[src/rtl/game_pkg.sv]
// game_pkg: shared mode encoding and bus widths for the game sequencer
package game_pkg;
    localparam int GAMEMODE_W = 2;
    localparam int SCORE_W = 16;
    localparam int SPEED_W = 4;
    typedef enum logic [GAMEMODE_W-1:0] {
        MODE_MENU  = 2'b00,
        MODE_PLAY  = 2'b01,
        MODE_PAUSE = 2'b10,
        MODE_OVER  = 2'b11
    } mode_t;
endpackage

[src/rtl/game_ctrl_if.sv]
// game_ctrl_if: player inputs and mode/score outputs of the game sequencer
interface game_ctrl_if;
    import game_pkg::*;
    logic                  frame_tick;
    logic [2:0]            btn;
    logic                  collision;
    logic [GAMEMODE_W-1:0] gamemode;
    logic                  game_run;
    logic [SPEED_W-1:0]    scroll_speed;
    logic [SCORE_W-1:0]    score;
    logic [SCORE_W-1:0]    hi_score;
    logic                  new_record;
    logic                  sfx_start;
    logic                  sfx_over;
    modport master (
        input  frame_tick, btn, collision,
        output gamemode, game_run, scroll_speed, score, hi_score, new_record, sfx_start, sfx_over
    );
    modport slave (
        output frame_tick, btn, collision,
        input  gamemode, game_run, scroll_speed, score, hi_score, new_record, sfx_start, sfx_over
    );
endinterface

[src/rtl/btn_edge.sv]
// btn_edge: rising-edge detector for debounced button levels
module btn_edge #(
    parameter int W = 3
) (
    input  logic         clk,
    input  logic         rst_n,
    input  logic [W-1:0] btn,
    output logic [W-1:0] rise
);
    logic [W-1:0] btn_q;
    logic [W-1:0] armed;
    // button history; a bit is armed only once its button has been seen released,
    // so a button held through reset release never produces a rise
    always_ff @(posedge clk or negedge rst_n)
        if (!rst_n) begin
            btn_q <= '0;
            armed <= '0;
        end else begin
            btn_q <= btn;
            armed <= armed | ~btn;
        end
    assign rise = btn & ~btn_q & armed;
endmodule

[src/rtl/game_ctrl.sv]
// game_ctrl: game mode sequencer with score, high score and scroll-speed level
module game_ctrl
    import game_pkg::*;
#(
    parameter int SCORE_DIV  = 30,
    parameter int LEVEL_STEP = 10,
    parameter int SPEED_MIN  = 1,
    parameter int SPEED_MAX  = 8,
    parameter int OVER_HOLD  = 120
) (
    input  logic         clk,
    input  logic         rst_n,
    game_ctrl_if.master  bus
);
    localparam int FW = $clog2(SCORE_DIV);
    localparam int LW = $clog2(LEVEL_STEP);
    localparam int HW = $clog2(OVER_HOLD + 1);
    localparam logic [FW-1:0] FRAME_LAST = FW'(SCORE_DIV - 1);
    localparam logic [LW-1:0] LEVEL_LAST = LW'(LEVEL_STEP - 1);
    localparam logic [HW-1:0] HOLD_MAX = HW'(OVER_HOLD);
    localparam logic [SPEED_W-1:0] SPD_MIN = SPEED_W'(SPEED_MIN);
    localparam logic [SPEED_W-1:0] SPD_MAX = SPEED_W'(SPEED_MAX);
    mode_t               mode;
    logic [FW-1:0]       frame_cnt;
    logic [LW-1:0]       level_cnt;
    logic [HW-1:0]       hold_cnt;
    logic [SCORE_W-1:0]  score;
    logic [SCORE_W-1:0]  hi_score;
    logic [SPEED_W-1:0]  speed;
    logic                game_run;
    logic                new_record;
    logic                sfx_start;
    logic                sfx_over;
    logic [1:0]          rise;
    btn_edge #(.W(2)) u_btn (
        .clk   (clk),
        .rst_n (rst_n),
        .btn   (bus.btn[1:0]),
        .rise  (rise)
    );
    // mode FSM with scoring, level and over-screen hold; every output is a register
    always_ff @(posedge clk or negedge rst_n)
        if (!rst_n) begin
            mode       <= MODE_MENU;
            frame_cnt  <= '0;
            level_cnt  <= '0;
            hold_cnt   <= '0;
            score      <= '0;
            hi_score   <= '0;
            speed      <= SPD_MIN;
            game_run   <= 1'b0;
            new_record <= 1'b0;
            sfx_start  <= 1'b0;
            sfx_over   <= 1'b0;
        end else begin
            new_record <= 1'b0;
            sfx_start  <= 1'b0;
            sfx_over   <= 1'b0;
            case (mode)
                MODE_MENU:
                    if (rise[0]) begin
                        mode      <= MODE_PLAY;
                        game_run  <= 1'b1;
                        score     <= '0;
                        frame_cnt <= '0;
                        level_cnt <= '0;
                        speed     <= SPD_MIN;
                        sfx_start <= 1'b1;
                    end
                MODE_PLAY:
                    if (bus.collision) begin
                        mode     <= MODE_OVER;
                        game_run <= 1'b0;
                        sfx_over <= 1'b1;
                        hold_cnt <= '0;
                        if (score > hi_score) begin
                            hi_score   <= score;
                            new_record <= 1'b1;
                        end
                    end else if (rise[1]) begin
                        mode     <= MODE_PAUSE;
                        game_run <= 1'b0;
                    end else if (bus.frame_tick) begin
                        frame_cnt <= (frame_cnt == FRAME_LAST) ? '0 : frame_cnt + 1'b1;
                        if (frame_cnt == FRAME_LAST) begin
                            score     <= (score == '1) ? score : score + 1'b1;
                            level_cnt <= (level_cnt == LEVEL_LAST) ? '0 : level_cnt + 1'b1;
                            if (level_cnt == LEVEL_LAST && speed < SPD_MAX)
                                speed <= speed + 1'b1;
                        end
                    end
                MODE_PAUSE:
                    if (rise[1]) begin
                        mode     <= MODE_PLAY;
                        game_run <= 1'b1;
                    end else if (rise[0]) begin
                        mode <= MODE_MENU;
                    end
                MODE_OVER: begin
                    if (bus.frame_tick && hold_cnt != HOLD_MAX)
                        hold_cnt <= hold_cnt + 1'b1;
                    if (hold_cnt == HOLD_MAX && rise[0])
                        mode <= MODE_MENU;
                end
            endcase
        end
    assign bus.gamemode     = mode;
    assign bus.game_run     = game_run;
    assign bus.scroll_speed = speed;
    assign bus.score        = score;
    assign bus.hi_score     = hi_score;
    assign bus.new_record   = new_record;
    assign bus.sfx_start    = sfx_start;
    assign bus.sfx_over     = sfx_over;
endmodule

[src/flat_wrapper.sv]
// flat-port wrapper written by rule: the top's interface ports become plain ports
module game_ctrl_flat import game_pkg::*;
#(
    parameter int SCORE_DIV  = 30,
    parameter int LEVEL_STEP = 10,
    parameter int SPEED_MIN  = 1,
    parameter int SPEED_MAX  = 8,
    parameter int OVER_HOLD  = 120
)
  (clk, rst_n, bus_frame_tick, bus_btn, bus_collision, bus_gamemode, bus_game_run, bus_scroll_speed, bus_score, bus_hi_score, bus_new_record, bus_sfx_start, bus_sfx_over);
  game_ctrl_if bus_i ();
  input  logic clk;
  input  logic rst_n;
  input wire logic [$bits(bus_i.frame_tick)-1:0] bus_frame_tick;
  input wire logic [$bits(bus_i.btn)-1:0] bus_btn;
  input wire logic [$bits(bus_i.collision)-1:0] bus_collision;
  output wire logic [$bits(bus_i.gamemode)-1:0] bus_gamemode;
  output wire logic [$bits(bus_i.game_run)-1:0] bus_game_run;
  output wire logic [$bits(bus_i.scroll_speed)-1:0] bus_scroll_speed;
  output wire logic [$bits(bus_i.score)-1:0] bus_score;
  output wire logic [$bits(bus_i.hi_score)-1:0] bus_hi_score;
  output wire logic [$bits(bus_i.new_record)-1:0] bus_new_record;
  output wire logic [$bits(bus_i.sfx_start)-1:0] bus_sfx_start;
  output wire logic [$bits(bus_i.sfx_over)-1:0] bus_sfx_over;
  assign bus_i.frame_tick = bus_frame_tick;
  assign bus_i.btn = bus_btn;
  assign bus_i.collision = bus_collision;
  assign bus_gamemode = bus_i.gamemode;
  assign bus_game_run = bus_i.game_run;
  assign bus_scroll_speed = bus_i.scroll_speed;
  assign bus_score = bus_i.score;
  assign bus_hi_score = bus_i.hi_score;
  assign bus_new_record = bus_i.new_record;
  assign bus_sfx_start = bus_i.sfx_start;
  assign bus_sfx_over = bus_i.sfx_over;
  game_ctrl #(.SCORE_DIV(SCORE_DIV), .LEVEL_STEP(LEVEL_STEP), .SPEED_MIN(SPEED_MIN), .SPEED_MAX(SPEED_MAX), .OVER_HOLD(OVER_HOLD)) u_core (.clk(clk), .rst_n(rst_n), .bus(bus_i));
endmodule
[config.mk]
export PLATFORM = sky130hd
export DESIGN_NAME = game_ctrl_flat
export DESIGN_NICKNAME = d
export VERILOG_FILES = /design/src/rtl/game_pkg.sv /design/src/rtl/game_ctrl_if.sv /design/src/rtl/btn_edge.sv /design/src/rtl/game_ctrl.sv /design/src/flat_wrapper.sv
export SDC_FILE = /design/constraint.sdc
export NUM_CORES = 1
export LEC_CHECK = 0
export CAP_MARGIN = 20
export CORE_UTILIZATION = 35
export DETAILED_ROUTE_END_ITERATION = 10
export PLACE_DENSITY = 0.56
export SYNTH_ARGS = -nofsm -noshare
export SYNTH_HDL_FRONTEND = slang
export SYNTH_HIERARCHICAL = 1
export SYNTH_SLANG_ARGS = --single-unit
[constraint.sdc]
create_clock -name clk -period 2.3 [get_ports clk]
set_clock_uncertainty 0.05 [all_clocks]
set_input_delay 0.23 -clock clk [delete_from_list [all_inputs] [get_ports clk]]
set_output_delay 0.23 -clock clk [all_outputs]
set_load 0.02 [all_outputs]
==> impl_metrics.json, run 1 <==
{
  "status": "finished with violations",
  "violations": "setup timing",
  "coreArea_um2": 9330,
  "critical_path_class": "register to register",
  "worst_slew_pin_slew_ns": 0.590,
  "min_period_ns": 2.40,
  "p_comb_share_pct": 31.0,
  "min_path_type": "input pin to asynchronous set/reset pin",
  "end_kind": "register",
  "clkPwrFrac_pct": 31.6,
  "start_util_pct": 36.4,
  "layout_setup_ws_ns": -0.0967,
  "synth_top_area_share_pct": 45.0,
  "first_pass_iters": 4,
  "cp.required_ns": 2.48,
  "dp_hpwl_mm": 5.76,
  "ctsLongestPathBuffers": 2,
  "cts_buffers": 9,
  "yosysWarnings": 6,
  "vias_per_cell": 5.04,
  "grt-ovfl-total": 0,
  "fin_nets": 460,
  "ir_drop_mv": 0.450,
  "port_buffers": 47,
  "wl_per_cell_um": 14.0,
  "cts_tree": "yes",
  "grtUsageTotal_pct": 16.6,
  "setup.worst_path.start": "u_core/bus.score[11]$_DFFE_PN0P_",
  "syn_area_um2": 3390,
  "synth-async-reset-ratio_pct": 100,
  "regToRegStartpoint": "u_core/bus.score[11]$_DFFE_PN0P_",
  "critPathMaxFanout": 8,
  "vias": 2840,
  "dp.cells": 545,
  "ys_types": 48,
  "syn_inst": 329,
  "syn_avg_cell_area_um2": 10.3,
  "synth_top_area_cell": "dfrtp_1",
  "drc": 0,
  "setup_violations": 16,
  "fmax_mhz": 417,
  "p_int_uw": 2610,
  "rsz0062_at_grt": "true",
  "arrival_ns": 2.58,
  "maxCapViolations": 0,
  "powerDensity_nw_per_um2": 796,
  "layoutNonFillerInstCount": 563,
  "cts-root-buf": "clkbuf_8",
  "grt_pass1_wl_mm": 12.9,
  "synth_edf_count": 0,
  "synth_area_leaders": "dfrtp_1, ha_1, mux2_4",
  "clk_pin_slew_worst_paths_ns": 0.07,
  "die_area_um2": 10100,
  "clock_latency_ns": 0.34,
  "whs_ns": 0.373,
  "n_antenna_cell": 0,
  "ys_ff_latch": 62,
  "first_global_vias": 2696,
  "wl_mm": 7.91,
  "p_leak_uw": 0.00212,
  "synthesis.nets": 360,
  "die_h_um": 100,
  "cts_sinks": 62,
  "synthFlopType": "dfrtp_1",
  "seq_area_frac_synth_pct": 45.8,
  "drv_slew": 0,
  "cp-start-kind": "register",
  "dieWidth_um": 100,
  "switching_power_uw": 1180,
  "drive_gt1_share_pct": 26.5,
  "antenna_left": 0,
  "p_sw_share_pct": 31.2,
  "rows": 35,
  "syn_to_final_growth_pct": 40.6,
  "relSlewSlack_pct": 60.4,
  "gp_congestion": 0.803,
  "seq_power_share_pct": 37.4,
  "first_iter_violations": 118,
  "htree_num_levels": 3,
  "hold_viol": 0,
  "grt_max_degree": 63,
  "antenna_found_initial": 0,
  "timing.final.crit_share_pct": 104,
  "pin_count": 49
}
[worst max-delay path, cell delays in order, from the launching register on]
cell and delay (ns):
dfrtp_2 0.43, ha_4 0.27, nand4_1 0.11, or4_4 0.50, a21o_1 0.21, a31oi_4 0.22
buf_6 0.19, mux2_4 0.30
[sequential cells by signal, indices dropped and copies added, names as in the netlist, 2 cells and up]
register                 count
u_core/bus.gamemode          2
u_core/bus.hi_score         16
u_core/bus.score            16
u_core/bus.scroll_speed      4
u_core/frame_cnt             5
u_core/hold_cnt              7
u_core/level_cnt             4
u_core/u_btn/armed           2
u_core/u_btn/btn_q           2
[layout make-up]
| class | count | area (um2) |
|---|---|---|
| inverter | 25 | 93.8 |
| clock inverter | 3 | 90.1 |
| sequential | 62 | 1570 |
| multi-input combinational | 234 | 1810 |
| tap | 129 | 161 |
| clock buffer | 13 | 159 |
| timing repair buffer | 97 | 883 |
| fill | 869 | 4560 |
[what timing repair did]
item / in CTS / in global routing
endpoints found under the setup margin: 16 / 21
endpoints found under the hold margin: 61 / 0
pin swaps: 1 / 3
resized for setup: 5 / 11
buffers inserted: 1 / 0
hold buffers: 1 / 0
[layer usage]
layer  vias to the layer above  share of wire, %  global-route usage (%)
met1                      1370                47                    21.3
met2                        56                48                    27.2
met4                         0               1.4                    5.46
met3                        14               3.4                    4.25
met5                         -                 0                       0
li1                       1400                 -                       -
[power by group through the flow]
stage          logic [uW]  clock network [uW]  registers (uW)
2_1_floorplan         570                   0            1520
3_3_place_gp         1110                   0            1440
3_5_place_dp         1130                   0            1440
4_1_cts              1170                1230            1420
5_1_grt              1300                1280            1450
6_report             1180                1200            1420
[cells in the final DEF (no fill, tap or decap), types with 3 or more instances in the layout]
cell type,n
dfrtp_2,16
and3_1,10
xor2_1,7
nand2_1,27
mux2_4,15
buf_4,44
ha_1,18
o31ai_1,9
o21ai_0,13
clkdlybuf4s50_1,46
or4_1,5
mux2i_1,4
or3_1,3
nor2_1,18
nand2b_1,6
nor3_1,4
inv_1,24
dfrtp_1,45
a21oi_1,19
and4_1,3
bufinv_16,3
ha_4,6
and2_1,3
nand4_1,14
clkbuf_8,11
nand3_1,13
or2_2,3
and3b_1,3
[cells in the mapped netlist, types with 6 or more instances]
cell,n
dfrtp_1,61
nand2_1,27
inv_1,25
ha_1,24
a21oi_1,19
nor2_1,18
nand4_1,14
nand3_1,13
o21ai_0,13
and3_1,10
o31ai_1,9
mux2_2,8
mux2_4,8
xor2_1,7
nand2b_1,6
or4_1,6
[kinds of logic after synthesis]
logic type / Yosys count / synth area share (%)
xor+xnor: 7 / 1.81
buf+inv: 33 / 4.24
flops: 62 / 45.8
simple gates: 120 / 19.3
fa+ha+maj: 24 / 8.85
mux: 21 / 8.04
compound gates: 62 / 12.0
[metrics by stage]
step | total power [uW] | util, % | setup TNS [ns] | worst slack (ns) | instance area, um2
3_5_place_dp | 2570 | 47.6 | -3.57 | -0.180 | 4440
3_3_place_gp | 2550 | 47.6 | -2.27 | -0.174 | 4440
6_report | 3800 | 51.1 | -1.37 | -0.0967 | 4770
2_1_floorplan | 2090 | - | -2.47 | -0.211 | 3470
4_1_cts | 3820 | 50.6 | -1.56 | -0.121 | 4720
5_1_grt | 4020 | 51.1 | -2.27 | -0.157 | 4770
[final timing paths]
path                                                                to  slack (ns)  depth (start not counted)
worst max-delay path               u_core/bus.hi_score[10]$_DFFE_PN0P_        -0.1                          7
worst min-delay path                   u_core/bus.new_record$_DFF_PN0_        0.37                          3
worst max register to register     u_core/bus.hi_score[10]$_DFFE_PN0P_        -0.1                          7
worst min register to register         u_core/u_btn/armed[1]$_DFF_PN0_        0.41                          1
max in group asynchronous       u_core/bus.scroll_speed[0]$_DFFE_PN1P_        1.49                          3
min in group clk                       u_core/u_btn/armed[1]$_DFF_PN0_        0.41                          1
(Power assumes the default switching activity.)
==> inputs of run 2 (changes only) <==
Settings changed: SLEW_MARGIN set to 20.
==> results of run 2 <==
The final DEF is identical to that of run 1; final timing and power are the same.
==> variant 1 (settings of run 2) <==
`LEVEL_STEP` is set to 10 in 2 places; all go to 11.
--- a/src/rtl/game_ctrl.sv
+++ b/src/rtl/game_ctrl.sv
@@ -3,7 +3,7 @@
     import game_pkg::*;
 #(
     parameter int SCORE_DIV  = 30,
-    parameter int LEVEL_STEP = 10,
+    parameter int LEVEL_STEP = 11,
     parameter int SPEED_MIN  = 1,
     parameter int SPEED_MAX  = 8,
     parameter int OVER_HOLD  = 120
--- a/src/flat_wrapper.sv
+++ b/src/flat_wrapper.sv
@@ -2,7 +2,7 @@
 module game_ctrl_flat import game_pkg::*;
 #(
     parameter int SCORE_DIV  = 30,
-    parameter int LEVEL_STEP = 10,
+    parameter int LEVEL_STEP = 11,
     parameter int SPEED_MIN  = 1,
     parameter int SPEED_MAX  = 8,
     parameter int OVER_HOLD  = 120
Behaviour: same outputs for any inputs over 10 cycles, from zero or initial values and one cycle with rst_n low; that may be too few to reach the edited logic, so the function may still have changed.
==> variant 1 against run 2 <==
  * The run still ends with negative setup slack left
  * Fmax increased by 0.96%
  * Sequential share of layout area increased by 0.096 points
  * Critical endpoint is now u_core/bus.hi_score[1]
  * Worst setup slack improved by 0.023 ns
  * Largest power group unchanged
  * Critical path depth unchanged
  * Sequential cell count unchanged
  * Area after synthesis decreased by 0.11%
  * Routed wire length increased by 1.7%
  * Global-route usage increased by 0.79 points
  * Largest cell class unchanged
  * Count of clock-buffer cells in the layout decreased by 4
  * Combinational power decreased by 35%
  * Core utilization decreased by 0.11 points
  * Total power decreased by 14%
  * Design area decreased by 0.21%
==> variant 1: results (changes against run 2) <==
- Outcome: finished with violations (unchanged)
- Failing checks: negative setup slack (unchanged)
- Area contributors post-synth: dfrtp_1, ha_1, mux2_4 (unchanged)
- WL met1: 3.86 mm (was 3.75 mm)
- Sequential-to-total area share from yosys stat: 45.8% (about the same)
- Placed cells: 546 (was 545)
- CP Data Arrival Time: 2.56 ns (was 2.58 ns)
- Setup violations, final: 16 (unchanged)
- Total CTS buffers: 9 (unchanged)
- Clock root buffer: clkbuf_8 (unchanged)
- Post-synthesis cell count: 331 (was 329)
- Post-CTS sizing: 13 (was 5)
- Clk Latency, worst-skew pair: 0.36 ns (was 0.34 ns)
- Multi-input gate area: 0.00181 mm2 (about the same)
- Worst-path clk slew: 0.08 ns
- Finished Cell Area: 0.00476 mm2 (was 0.00477 mm2)
- R2r worst-path depth: 7 (unchanged)
- FF-to-FF setup slack: -0.07 ns (was -0.1 ns)
- Final worst slack: -0.0739 ns (was -0.0967 ns)
- LEAKAGE: 2.12 nW (about the same)
- ANT cells: 0 (unchanged)
- Sequential share of cell area: 33.1% (was 33.0%)
- # hold bufs at CTS: 1 (unchanged)
- Multi-input gates: 235 (was 234)
- Seq_cells: 62 (unchanged)
- Met3 wire length: 243 um (was 270 um)
- First-pass GRT wire length: 13.5 mm (was 12.9 mm)
- Layout Cells excl Fill: 568 (was 563)
- Die Wd: 100 um (about the same)
- Worst R2R End: u_core/bus.hi_score[1] (was u_core/bus.hi_score[10])
- Detailed Route Iter0 Violations: 129 (was 118)
- Non-clock inverter count: 26 (was 25)
- Nets: 465 (was 460)
- CP startpoint: u_core/bus.score[11] (unchanged)
- Yosys warning count: 6 (unchanged)
- Synthesized net count: 362 (was 360)
- Placed Area: 0.00444 mm2 (about the same)
- FILL cells: 860 (was 869)
- Buffers excl. clock: 100 (was 97)
- Antenna violations before repair: 0 (unchanged)
- # Post-CTS Setup Buffers: 5 (was 1)
- Final clock-cell share: 4.65% (was 5.22%)
- Final Wtd Congestion: 0.785 (was 0.803)
- Synth cell count leaders: dfrtp_1, nand2_1, inv_1, ha_1 (was dfrtp_1, nand2_1, inv_1, ha_1, a21oi_1)
- Largest net degree at the start of global routing: 40 (was 63)
- Fin Hold WS: 0.359 ns (was 0.373 ns)
- Met2 routed WL: 3.77 mm (was 3.78 mm)
- Data buffer area share: 18.8% (was 18.5%)
- DP HPWL: 5.85 mm (was 5.76 mm)
- GRT Overall Usage: 17.3% (was 16.6%)
- Layout cells sized above 1: 27.6% (was 26.5%)
- Total routed wirelength: 8.04 mm (was 7.91 mm)
- Buffers on Ports: 47 (unchanged)
- Routed vias: 2,863 (was 2,840)
- Async set-reset flop share out of synthesis: 100% (unchanged)
- Least-Margin Pin Slew: 0.602 ns (was 0.590 ns)
- Max rail drop VDD: 0.000406 V (was 0.000450 V)
- Vias in the first global route: 2,841 (was 2,696)
- Max clock buf depth: 2 (unchanged)
-- variant 1: metal layers --
| metal | track usage, % | up-vias |
|---|---|---|
| met1 | 22.9 | 1382 |
| met5 | 0 | - |
| met3 | 2.79 | 14 |
| li1 | - | 1407 |
| met4 | 8.92 | 0 |
| met2 | 27.4 | 60 |
-- variant 1: power by group --
part           internal (W)  switching [W]
registers           0.00123       0.000155
clock network      0.000613       0.000481
logic              0.000361       0.000407
total               0.00220        0.00104
-- variant 1: logic make-up (layout without fill, tap and decap cells) --
kind of cell	after synthesis	count (layout)	synth area share, %
mux	21	21	7.90
buf+inv	34	142	4.36
simple gates	121	121	19.2
flops	62	62	45.8
fa+ha+maj	24	24	8.86
compound gates	62	62	12.0
xor+xnor	7	7	1.81
-- variant 1: per-stage QoR --
step	setup WS [ns]	TNS, ns
detailed placement	-0.234	-3.66
finish	-0.0739	-0.963
CTS	-0.104	-1.49
floorplan	-0.209	-2.26
global placement	-0.202	-2.28
global route	-0.175	-2.53
==> variant 2 (config.mk and constraints of run 2) <==
Without the edit above. Make the reset (`rst_n`) synchronous in 2 clocked blocks.
--- a/src/rtl/btn_edge.sv
+++ b/src/rtl/btn_edge.sv
@@ -11,7 +11,7 @@
     logic [W-1:0] armed;
     // button history; a bit is armed only once its button has been seen released,
     // so a button held through reset release never produces a rise
-    always_ff @(posedge clk or negedge rst_n)
+    always_ff @(posedge clk)
         if (!rst_n) begin
             btn_q <= '0;
             armed <= '0;
--- a/src/rtl/game_ctrl.sv
+++ b/src/rtl/game_ctrl.sv
@@ -39,7 +39,7 @@
         .rise  (rise)
     );
     // mode FSM with scoring, level and over-screen hold; every output is a register
-    always_ff @(posedge clk or negedge rst_n)
+    always_ff @(posedge clk)
         if (!rst_n) begin
             mode       <= MODE_MENU;
             frame_cnt  <= '0;
Formal check against the unedited RTL: differs if rst_n is asserted again (counterexample within 4 cycles, from zero or initial values and one cycle with rst_n low); with rst_n held inactive, the same outputs for 10 cycles.
==> variant 2 against run 2 <==
  * Routed wire length down 6.9%
  * Area after synthesis down 6.2%
  * Worst setup slack better by 0.22 ns
  * Sequential cell count unchanged
  * Via count up 0.42%
  * Hold slack better by 0.036 ns
  * Core utilization down 2.4 points
  * Critical path depth up 2
  * First-iteration DRC count down 27%
  * Design area down 11%
  * Global-route usage down 0.34 points
  * Largest cell class unchanged
Power is not compared: it rests on default switching activity, and its combinational part moved more than twofold at a synthesized area within 25%.
==> variant 2: results (changes against run 2) <==
- H-tree depth: 3 (unchanged)
- Placed Area: 0.00405 mm2 (was 0.00444 mm2)
- DP HPWL: 5.46 mm (was 5.76 mm)
- Fin Hold WS: 0.408 ns (was 0.373 ns)
- Area contributors post-synth: dfxtp_1, ha_1, nor2_1 (was dfrtp_1, ha_1, mux2_4)
- FF-to-FF setup slack: 0.13 ns (was -0.1 ns)
- Slowest cell on crit path: dfxtp_1 (was or4_4)
- Final Wtd Congestion: 0.829 (was 0.803)
- First-pass GRT wire length: 12.5 mm (was 12.9 mm)
- Largest net degree at the start of global routing: 17 (was 63)
- FILL cells: 843 (was 869)
- Clock root buffer: clkbuf_8 (unchanged)
- Detailed Route Iter0 Violations: 86 (was 118)
- HP Start: u_core/u_btn/armed[0]
- DRT Pass-1 Iters: 4 (unchanged)
- CP Data Arrival Time: 2.36 ns (was 2.58 ns)
- GRT Overall Usage: 16.2% (was 16.6%)
- Layout cells sized above 1: 15.5% (was 26.5%)
- CP peak stage delay: 0.35 ns (was 0.50 ns)
- Min-delay worst type: register to register (was primary input to async pin)
- Synth cell count leaders: dfxtp_1, nor2_1, nand2_1, inv_1, ha_1 (was dfrtp_1, nand2_1, inv_1, ha_1, a21oi_1)
- Synthesized net count: 390 (was 360)
- Routed vias: 2,852 (was 2,840)
- Sequential-to-total area share from yosys stat: 39.0% (was 45.8%)
- Crit-path max FO: 16 (was 8)
- R2r worst-path depth: 9 (was 7)
- Total routed wirelength: 7.36 mm (was 7.91 mm)
- CP endpoint: u_core/bus.hi_score[1] (was u_core/bus.hi_score[10])
- Placement Setup Slack: -0.0706 ns (was -0.180 ns)
- Worst slew margin: 67.0% (was 60.4%)
- R2r startpoint: u_core/bus.hi_score[15] (was u_core/bus.score[11])
- Worst-path clk slew: 0.07 ns (about the same)
- CP top delay family: compound AO/OA/AOI/OAI gates (was simple AND/OR/NAND/NOR gates)
- Outcome: complete, no violations (was finished with violations)
- Synth cell types: 55 (was 48)
- Yosys warning count: 6 (unchanged)
- Critical path type: register to register (unchanged)
- Nets: 478 (was 460)
- Largest registers: u_core/bus.hi_score (16), u_core/bus.score (16), u_core/hold_cnt (7) (unchanged)
- Async set-reset flop share out of synthesis: 0% (was 100%)
- Setup TNS: 0 ns (was -1.37 ns)
- Vias in the first global route: 2,773 (was 2,696)
- Buffers on Ports: 47 (unchanged)
variant 2: changes by cell type after synthesis, sizes merged, moves of 8 or more:
cell	before	now
mux2	16	2
o211ai	1	9
nor2	18	39
a22o	0	15
dfrtp	61	0
dfxtp	0	62
variant 2: power groups by stage:
stage	Combinational (W)	Clock (W)	Sequential (W)
6_report	0.000136	0.000943	0.00109
5_1_grt	0.000150	0.00102	0.00109
4_1_cts	0.000137	0.000978	0.00109
3_5_place_dp	0.000137	0	0.00112
3_3_place_gp	0.000134	0	0.00112
2_1_floorplan	0.0000686	0	0.00112
variant 2: kinds of logic after synthesis:
group,share of synthesized area [%]
adder cells (fa/ha/maj),9.44
AND/OR/NAND/NOR,20.3
XOR/XNOR,5.23
flip-flops,39.0
multiplexers,1.34
AO/OA/AOI/OAI,19.7
buffers and inverters,4.95
variant 2: stage by stage:
stage | cells | utilization (%)
after floorplan | 359 | -
after global placement | 541 | 46.2
after detailed placement | 541 | 46.2
after CTS | 557 | 48.3
after global routing | 560 | 48.7
final | 560 | 48.7
variant 2: cell type report:
type                       count  area share, %
multi-input combinational    259           42.2
sequential                    62           29.1
timing repair buffer          87           18.6
tap                          108           3.17
clock buffer                   9           2.90
inverter                      28           2.46
clock inverter                 7           1.52
variant 2: worst min-delay path, delay by kind of cell, from the launching register on:
kind	cells	cell delay, ns
AO/OA/AOI/OAI	1	0.05
flip-flops	1	0.31
buffers and inverters	1	0.06
variant 2: metal layers:
layer | up-vias | GRT usage (%) | wire length, um
li1 | 1463 | - | -
met1 | 1336 | 19.0 | 3420
met2 | 46 | 28.8 | 3570
met3 | 7 | 4.89 | 313
met4 | 0 | 4.07 | 55
met5 | - | 0 | 0
variant 2: timing repair:
item,CTS,global route
gates resized for setup,0,2
buffers inserted,0,3
setup endpoints to repair,0,15
